<file path="src/rtl/uart_tx_pkg.sv">
// Shared UART definitions: frame constants, FSM state encoding and the
// default baud divisor formula reused by the receive path.
package uart_tx_pkg;

    localparam int DATA_BITS  = 8;
    localparam int OVERSAMPLE = 16;

    typedef enum logic [1:0] {
        ST_IDLE  = 2'd0,
        ST_START = 2'd1,
        ST_DATA  = 2'd2,
        ST_STOP  = 2'd3
    } tx_state_t;

    // 16x tick period minus one for a given core clock (MHz) and baud rate
    function automatic logic [7:0] default_divisor(input int clk_mhz, input int baud);
        return 8'(clk_mhz * 62500 / baud - 1);
    endfunction

endpackage

</file>
<file path="src/rtl/uart_tx_fifo.sv">
// Synchronous byte FIFO with registered occupancy level.
// Latency: a push is visible at the head (and in level) one clock later.
// Backpressure: pushes while full are refused unless a pop happens in the same cycle.
module uart_tx_fifo #(
    parameter int AW = 4,
    parameter int W  = 8
) (
    input  logic          clk,
    input  logic          rst_n,
    input  logic          wr_en,
    input  logic [W-1:0]  wr_data,
    input  logic          rd_en,
    output logic [W-1:0]  rd_data,
    output logic          full,
    output logic          empty,
    output logic [AW:0]   level
);

    localparam logic [AW:0]   LVL_ONE = 1;
    localparam logic [AW-1:0] PTR_ONE = 1;

    logic [W-1:0]  mem [2**AW];
    logic [AW-1:0] wr_ptr;
    logic [AW-1:0] rd_ptr;
    logic          push;
    logic          pop;

    assign full    = level[AW];
    assign empty   = (level == '0);
    assign pop     = rd_en & ~empty;
    // when full, the slot being popped is the one the push overwrites
    assign push    = wr_en & (~full | pop);
    assign rd_data = mem[rd_ptr];

    always_ff @(posedge clk) begin
        if (push) begin
            mem[wr_ptr] <= wr_data;
        end
    end

    always_ff @(posedge clk or negedge rst_n) begin
        if (!rst_n) begin
            wr_ptr <= '0;
            rd_ptr <= '0;
            level  <= '0;
        end else begin
            if (push) wr_ptr <= wr_ptr + PTR_ONE;
            if (pop)  rd_ptr <= rd_ptr + PTR_ONE;
            case ({push, pop})
                2'b10:   level <= level + LVL_ONE;
                2'b01:   level <= level - LVL_ONE;
                default: level <= level;
            endcase
        end
    end

endmodule

</file>
<file path="src/rtl/uart_tx.sv">
// UART transmitter: buffers bytes and serialises them 8N1/8N2, LSB first, on uart_txd.
// Latency: push into an empty FIFO drives the start bit 2 clocks later; back-to-back frames have no gap.
// Backpressure: tx_fifo_rdy drops when full; a push while full (without a pop) is dropped and sets sticky overrun.
module uart_tx
    import uart_tx_pkg::*;
#(
    parameter int FIFO_AW   = 4,
    parameter int STOP_BITS = 1
) (
    input  logic               clk,
    input  logic               rst_n,
    input  logic               tx_fifo_wr_en,
    input  logic [7:0]         tx_fifo_wr_data,
    input  logic [7:0]         baud_16x_in_cycles,
    input  logic               tx_overrun_clr,
    output logic               tx_fifo_rdy,
    output logic               tx_fifo_overrun,
    output logic [FIFO_AW:0]   tx_fifo_level,
    output logic               tx_busy,
    output logic               uart_txd
);

    localparam logic [4:0] LAST_TICK_BIT  = 5'(OVERSAMPLE - 1);
    localparam logic [4:0] LAST_TICK_STOP = 5'(OVERSAMPLE * STOP_BITS - 1);
    localparam logic [2:0] LAST_DATA_BIT  = 3'(DATA_BITS - 1);

    tx_state_t  state, state_nxt;
    logic [7:0] tick_cnt;
    logic       tick;
    logic [4:0] sub_cnt, sub_cnt_nxt;
    logic [2:0] bit_idx, bit_idx_nxt;
    logic [7:0] shift, shift_nxt;
    logic       bit_end;
    logic       txd_nxt;
    logic       pop;
    logic [7:0] fifo_dat;
    logic       fifo_full;
    logic       fifo_empty;
    logic       ovr_evt;

    uart_tx_fifo #(.AW(FIFO_AW), .W(8)) u_fifo (
        .clk     (clk),
        .rst_n   (rst_n),
        .wr_en   (tx_fifo_wr_en),
        .wr_data (tx_fifo_wr_data),
        .rd_en   (pop),
        .rd_data (fifo_dat),
        .full    (fifo_full),
        .empty   (fifo_empty),
        .level   (tx_fifo_level)
    );

    // >= so a lowered divisor never waits for a full 8-bit wrap
    assign tick    = (tick_cnt >= baud_16x_in_cycles);
    assign bit_end = tick & (sub_cnt == ((state == ST_STOP) ? LAST_TICK_STOP : LAST_TICK_BIT));

    always_ff @(posedge clk or negedge rst_n) begin
        if (!rst_n) begin
            tick_cnt <= '0;
        end else if (pop || tick) begin
            tick_cnt <= '0;
        end else begin
            tick_cnt <= tick_cnt + 8'd1;
        end
    end

    always_comb begin
        state_nxt   = state;
        sub_cnt_nxt = sub_cnt;
        bit_idx_nxt = bit_idx;
        shift_nxt   = shift;
        pop         = 1'b0;
        if (state != ST_IDLE && tick) begin
            sub_cnt_nxt = bit_end ? 5'd0 : sub_cnt + 5'd1;
        end
        case (state)
            ST_IDLE: begin
                if (!fifo_empty) begin
                    pop         = 1'b1;
                    shift_nxt   = fifo_dat;
                    sub_cnt_nxt = 5'd0;
                    state_nxt   = ST_START;
                end
            end
            ST_START: begin
                if (bit_end) begin
                    bit_idx_nxt = 3'd0;
                    state_nxt   = ST_DATA;
                end
            end
            ST_DATA: begin
                if (bit_end) begin
                    if (bit_idx == LAST_DATA_BIT) begin
                        state_nxt = ST_STOP;
                    end else begin
                        bit_idx_nxt = bit_idx + 3'd1;
                        shift_nxt   = {1'b0, shift[7:1]};
                    end
                end
            end
            default: begin
                if (bit_end) begin
                    if (!fifo_empty) begin
                        pop       = 1'b1;
                        shift_nxt = fifo_dat;
                        state_nxt = ST_START;
                    end else begin
                        state_nxt = ST_IDLE;
                    end
                end
            end
        endcase
        case (state_nxt)
            ST_START: txd_nxt = 1'b0;
            ST_DATA:  txd_nxt = shift_nxt[0];
            default:  txd_nxt = 1'b1;
        endcase
    end

    always_ff @(posedge clk or negedge rst_n) begin
        if (!rst_n) begin
            state    <= ST_IDLE;
            sub_cnt  <= '0;
            bit_idx  <= '0;
            shift    <= '0;
            uart_txd <= 1'b1;
        end else begin
            state    <= state_nxt;
            sub_cnt  <= sub_cnt_nxt;
            bit_idx  <= bit_idx_nxt;
            shift    <= shift_nxt;
            uart_txd <= txd_nxt;
        end
    end

    // a pop in the same cycle frees a slot, so only a truly blocked push counts
    assign ovr_evt = tx_fifo_wr_en & fifo_full & ~pop;

    always_ff @(posedge clk or negedge rst_n) begin
        if (!rst_n) begin
            tx_fifo_overrun <= 1'b0;
        end else if (ovr_evt) begin
            tx_fifo_overrun <= 1'b1;
        end else if (tx_overrun_clr) begin
            tx_fifo_overrun <= 1'b0;
        end
    end

    assign tx_fifo_rdy = ~fifo_full;
    assign tx_busy     = (state != ST_IDLE) | ~fifo_empty;

endmodule

</file>
<file path="config.mk">
export PLATFORM = sky130hd
export DESIGN_NAME = uart_tx
export DESIGN_NICKNAME = d
export VERILOG_FILES = /design/src/rtl/uart_tx_pkg.sv /design/src/rtl/uart_tx_fifo.sv /design/src/rtl/uart_tx.sv
export SDC_FILE = /design/constraint.sdc
export NUM_CORES = 1
export LEC_CHECK = 0
export ABC_CLOCK_PERIOD_IN_PS = 9050
export BUFFER_PORTS_ARGS = -buffer_cell sky130_fd_sc_hd__buf_2
export CAP_MARGIN = 40
export CORE_MARGIN = 10
export CORE_UTILIZATION = 40
export DETAILED_ROUTE_END_ITERATION = 10
export GPL_ROUTABILITY_DRIVEN = 1
export HOLD_SLACK_MARGIN = 0.03
export SETUP_SLACK_MARGIN = 0.3
export SYNTH_ARGS = -nofsm -noshare
export SYNTH_HDL_FRONTEND = slang
export SYNTH_SLANG_ARGS = --single-unit
</file>
<file path="constraint.sdc">
create_clock -name clk -period 9.05 [get_ports clk]
set_input_delay 2.715 -clock clk [delete_from_list [all_inputs] [get_ports clk]]
set_output_delay 2.715 -clock clk [all_outputs]
set_load 0.005 [all_outputs]
</file>
==> metrics.md <==
| Metric | Value |
|---|---|
| Residual DRC | `0` |
| Finished Cell Area | `~8600 µm²` |
| Pwr Total | `1.96 mW` |
| Die extent in y | `about 160 µm` |
| Place WS | `slightly above 3000 ps` |
| CTS sink cnt | `169` |
| Final Skew | `between 10 and 15 ps` |
| Layout Cells excl Fill | `roughly 770` |
| Post-DRT Antenna Nets | `0` |
| Cell taking the most area after synthesis | `edfxtp_1` |
| I/O pin total | `29` |
| Final worst slack | `between 3000 and 4000 ps` |
| Class of the worst hold path | `reg2reg` |
| Synth warn | `0` |
| Layout cell share with drive strength beyond 1 | `0.226` |
| Port-buffer cells | `28` |
| Power share of the sequential group | `0.493` |
| Largest net degree at the start of global routing | `32` |
| Most common flop cell mapped by yosys | `edfxtp_1` |
| Die area | `25000 µm²` |
| Max cap viols | `0` |
| CP Class | `in2reg` |
| Pins over their slew limit | `0` |
| Routed len/inst | `between 20 and 25 µm` |
| Post-synth EDFFs | `approximately 130` |
| CP Data Required Time | `about 9400 ps` |
| Post-DP Area | `7990 µm²` |
| Final setup fails | `0` |
| Htree depth | `4` |
| Synth unique cells | `60` |
| Syn nets | `about 530` |
| Max IR drop VDD | `138 µV` |
| Global Route Usage Sum | `0.139` |
| Ant diodes | `0` |
| Commonest cells after routing, fill and taps aside | `edfxtp_1, dfrtp_1, mux4_2, nor2_1, buf_2` |
| NumNets Final | `approximately 560` |
| Int Pwr | `between 1 and 1.5 mW` |
| Worst-case clock buffer depth | `2` |
| Root Buffer | `clkbuf_16` |
| Status | `completed` |
| Clock Latency Late Sink | `430 ps` |
| #FFs+latches synth | `~170` |
| Async S/R FF share, synth | `0.243` |
| Fin crit share | `0.624` |
| Type of origin of the critical path | `input port` |
| Post-synth top area share | `0.504` |
| Worst Tran Pin Value | `between 700 and 800 ps` |
| Leakage power | `3.09 nW` |
| Sum Neg Setup Slack | `0 ps` |
| Ranking of synthesized cells by area | `edfxtp_1, dfrtp_1, mux4_2` |
| P&R area growth vs syn | `12.5%` |
| Post-Synthesis Cells | `~500` |
| First-pass GRT wire length | `~26000 µm` |
| Total number of vias | `~4400` |
| Avg Synthesized Cell Area | `about 15 µm²` |
| Starting Density | `0.407` |
| Final hold vios | `0` |
| Mapped cell area | `between 7000 and 8000 µm²` |
| Reg clk slew, reported paths | `around 70 ps` |
| Final min period | `approximately 5600 ps` |
| Post-DR vias/cell | `5.72` |
| CTS Hold Buffers Added | `0` |
| Width of the chip | `roughly 160 µm` |
| DRT iter0 DRCs | `approximately 290` |
| CP max FO | `19` |
| Comb pwr share | `0.144` |
| Postcts setup bufs | `0` |
| Post-CTS sizing | `0` |
| Slew headroom | `0.529` |
| Final Core Density | `0.458` |
| Fmax achieved | `between 150 and 200 MHz` |
| CTS tree | `built` |
| DPL Wire Length | `approximately 10000 µm` |
| Cell Rows | `50` |
| RSZ-0062 raised after global routing | `no` |
| CTS Buf Count | `17` |
| Crit path DAT | `5950 ps` |
| WHS | `approximately 500 ps` |
| GP Congestion | `approximately 0.84` |
| Switch Pwr | `around 570 µW` |
| Routed wire length | `around 16000 µm` |
| Seq/Total Area, Yosys | `0.638` |
| Most common cell after layout, fill and taps aside | `edfxtp_1` |
| First-pass DRT Iterations | `5` |
| Core region area | `18800 µm²` |
| PwrDens | `229 nW/µm²` |
| Switching Fraction | `0.290` |
| Clock power frac | `0.363` |
| Cells after DPL | `737` |
| Initial antenna violation count | `0` |
| Vias in the first global route | `between 4000 and 5000` |
| Crit end category | `flop` |
| Grt total ovfl | `0` |
logic make-up (layout without fill, tap and decap cells):
logic type	count (synthesis)	after routing	share of synthesized area
simple gates	118	118	0.0803
xor+xnor	20	20	0.0239
flops	169	169	0.638
compound gates	75	75	0.0775
fa+ha+maj	20	20	0.0328
buf+inv	42	84	0.0274
mux	49	49	0.120
layout make-up:
cell class,instances,area [µm²]
multi-input cells,282,2550
inverters,18,67.6
clock inverters,15,173
fillers,1653,10200
well taps,234,293
repair buffers,34,205
clock buffers,17,425
flip-flops and latches,169,4870
flip-flops by register name (all words and copies together), names as in the netlist:
name,cells
bit_idx,3
sub_cnt,5
uart_txd,1
u_fifo.level,5
tx_fifo_overrun,1
u_fifo.rd_ptr,4
tick_cnt,8
u_fifo.wr_ptr,4
shift,8
state,2
u_fifo.mem,128
worst paths after layout:
check | startpoint | to | slack, ps | cells past startpoint
min in group asynchronous | rst_n | tick_cnt[5] | 2240 | 1
worst max register to register | state[0] | u_fifo.level[4] | 5240 | 13
worst max-delay path | baud_16x_in_cycles[0] | u_fifo.level[4] | 3400 | 17
worst min-delay path | sub_cnt[0] | sub_cnt[0] | 500 | 1
max in group asynchronous | rst_n | uart_txd | 6270 | 2
worst min register to register | sub_cnt[0] | sub_cnt[0] | 500 | 1
synthesized netlist by cell type, types with 5 or more instances:
cell	n
dfrtp_1	40
xor2_1	14
o21ai_1	7
mux4_2	33
clkbuf_1	6
and3_1	19
a31oi_1	6
edfxtp_1	128
nor2b_1	6
ha_1	20
mux2i_1	9
a21oi_1	10
nor2_1	29
inv_1	16
xnor2_1	5
nand2_1	20
nand3_1	21
buf_4	5
a22o_1	5
nor3_1	7
o21ai_0	11
buf_2	8
layer usage:
metal | track usage | part of all wire | vias to the layer above
met2 | 0.220 | 0.48 | 169
met3 | 0.0331 | 0.057 | 34
met4 | 0.0485 | 0.021 | 0
met1 | 0.183 | 0.44 | 2211
met5 | 0 | 0 | -
li1 | - | - | 1984
critical path: stages:
cell       delay [ps]
buf_2             100
ha_1              260
nand2b_4          120
a2111oi_4          70
o31ai_2           270
buf_4             270
a311oi_4          140
nor2b_2           560
inv_2              90
ha_1              250
xor2_1            160
ha_1              220
nand3_1            90
o21ai_0           110
a222oi_1          300
nor2_1             90
xnor2_1           130
power by group through the flow:
stage / sequential, mW / combinational (mW) / clock [mW]
floorplan: 0.969 / 0.205 / 0
global placement: 0.981 / 0.271 / 0
global route: 0.979 / 0.319 / 0.762
detailed placement: 0.984 / 0.284 / 0
finish: 0.968 / 0.284 / 0.713
CTS: 0.969 / 0.287 / 0.727
(Power assumes the default switching activity.)
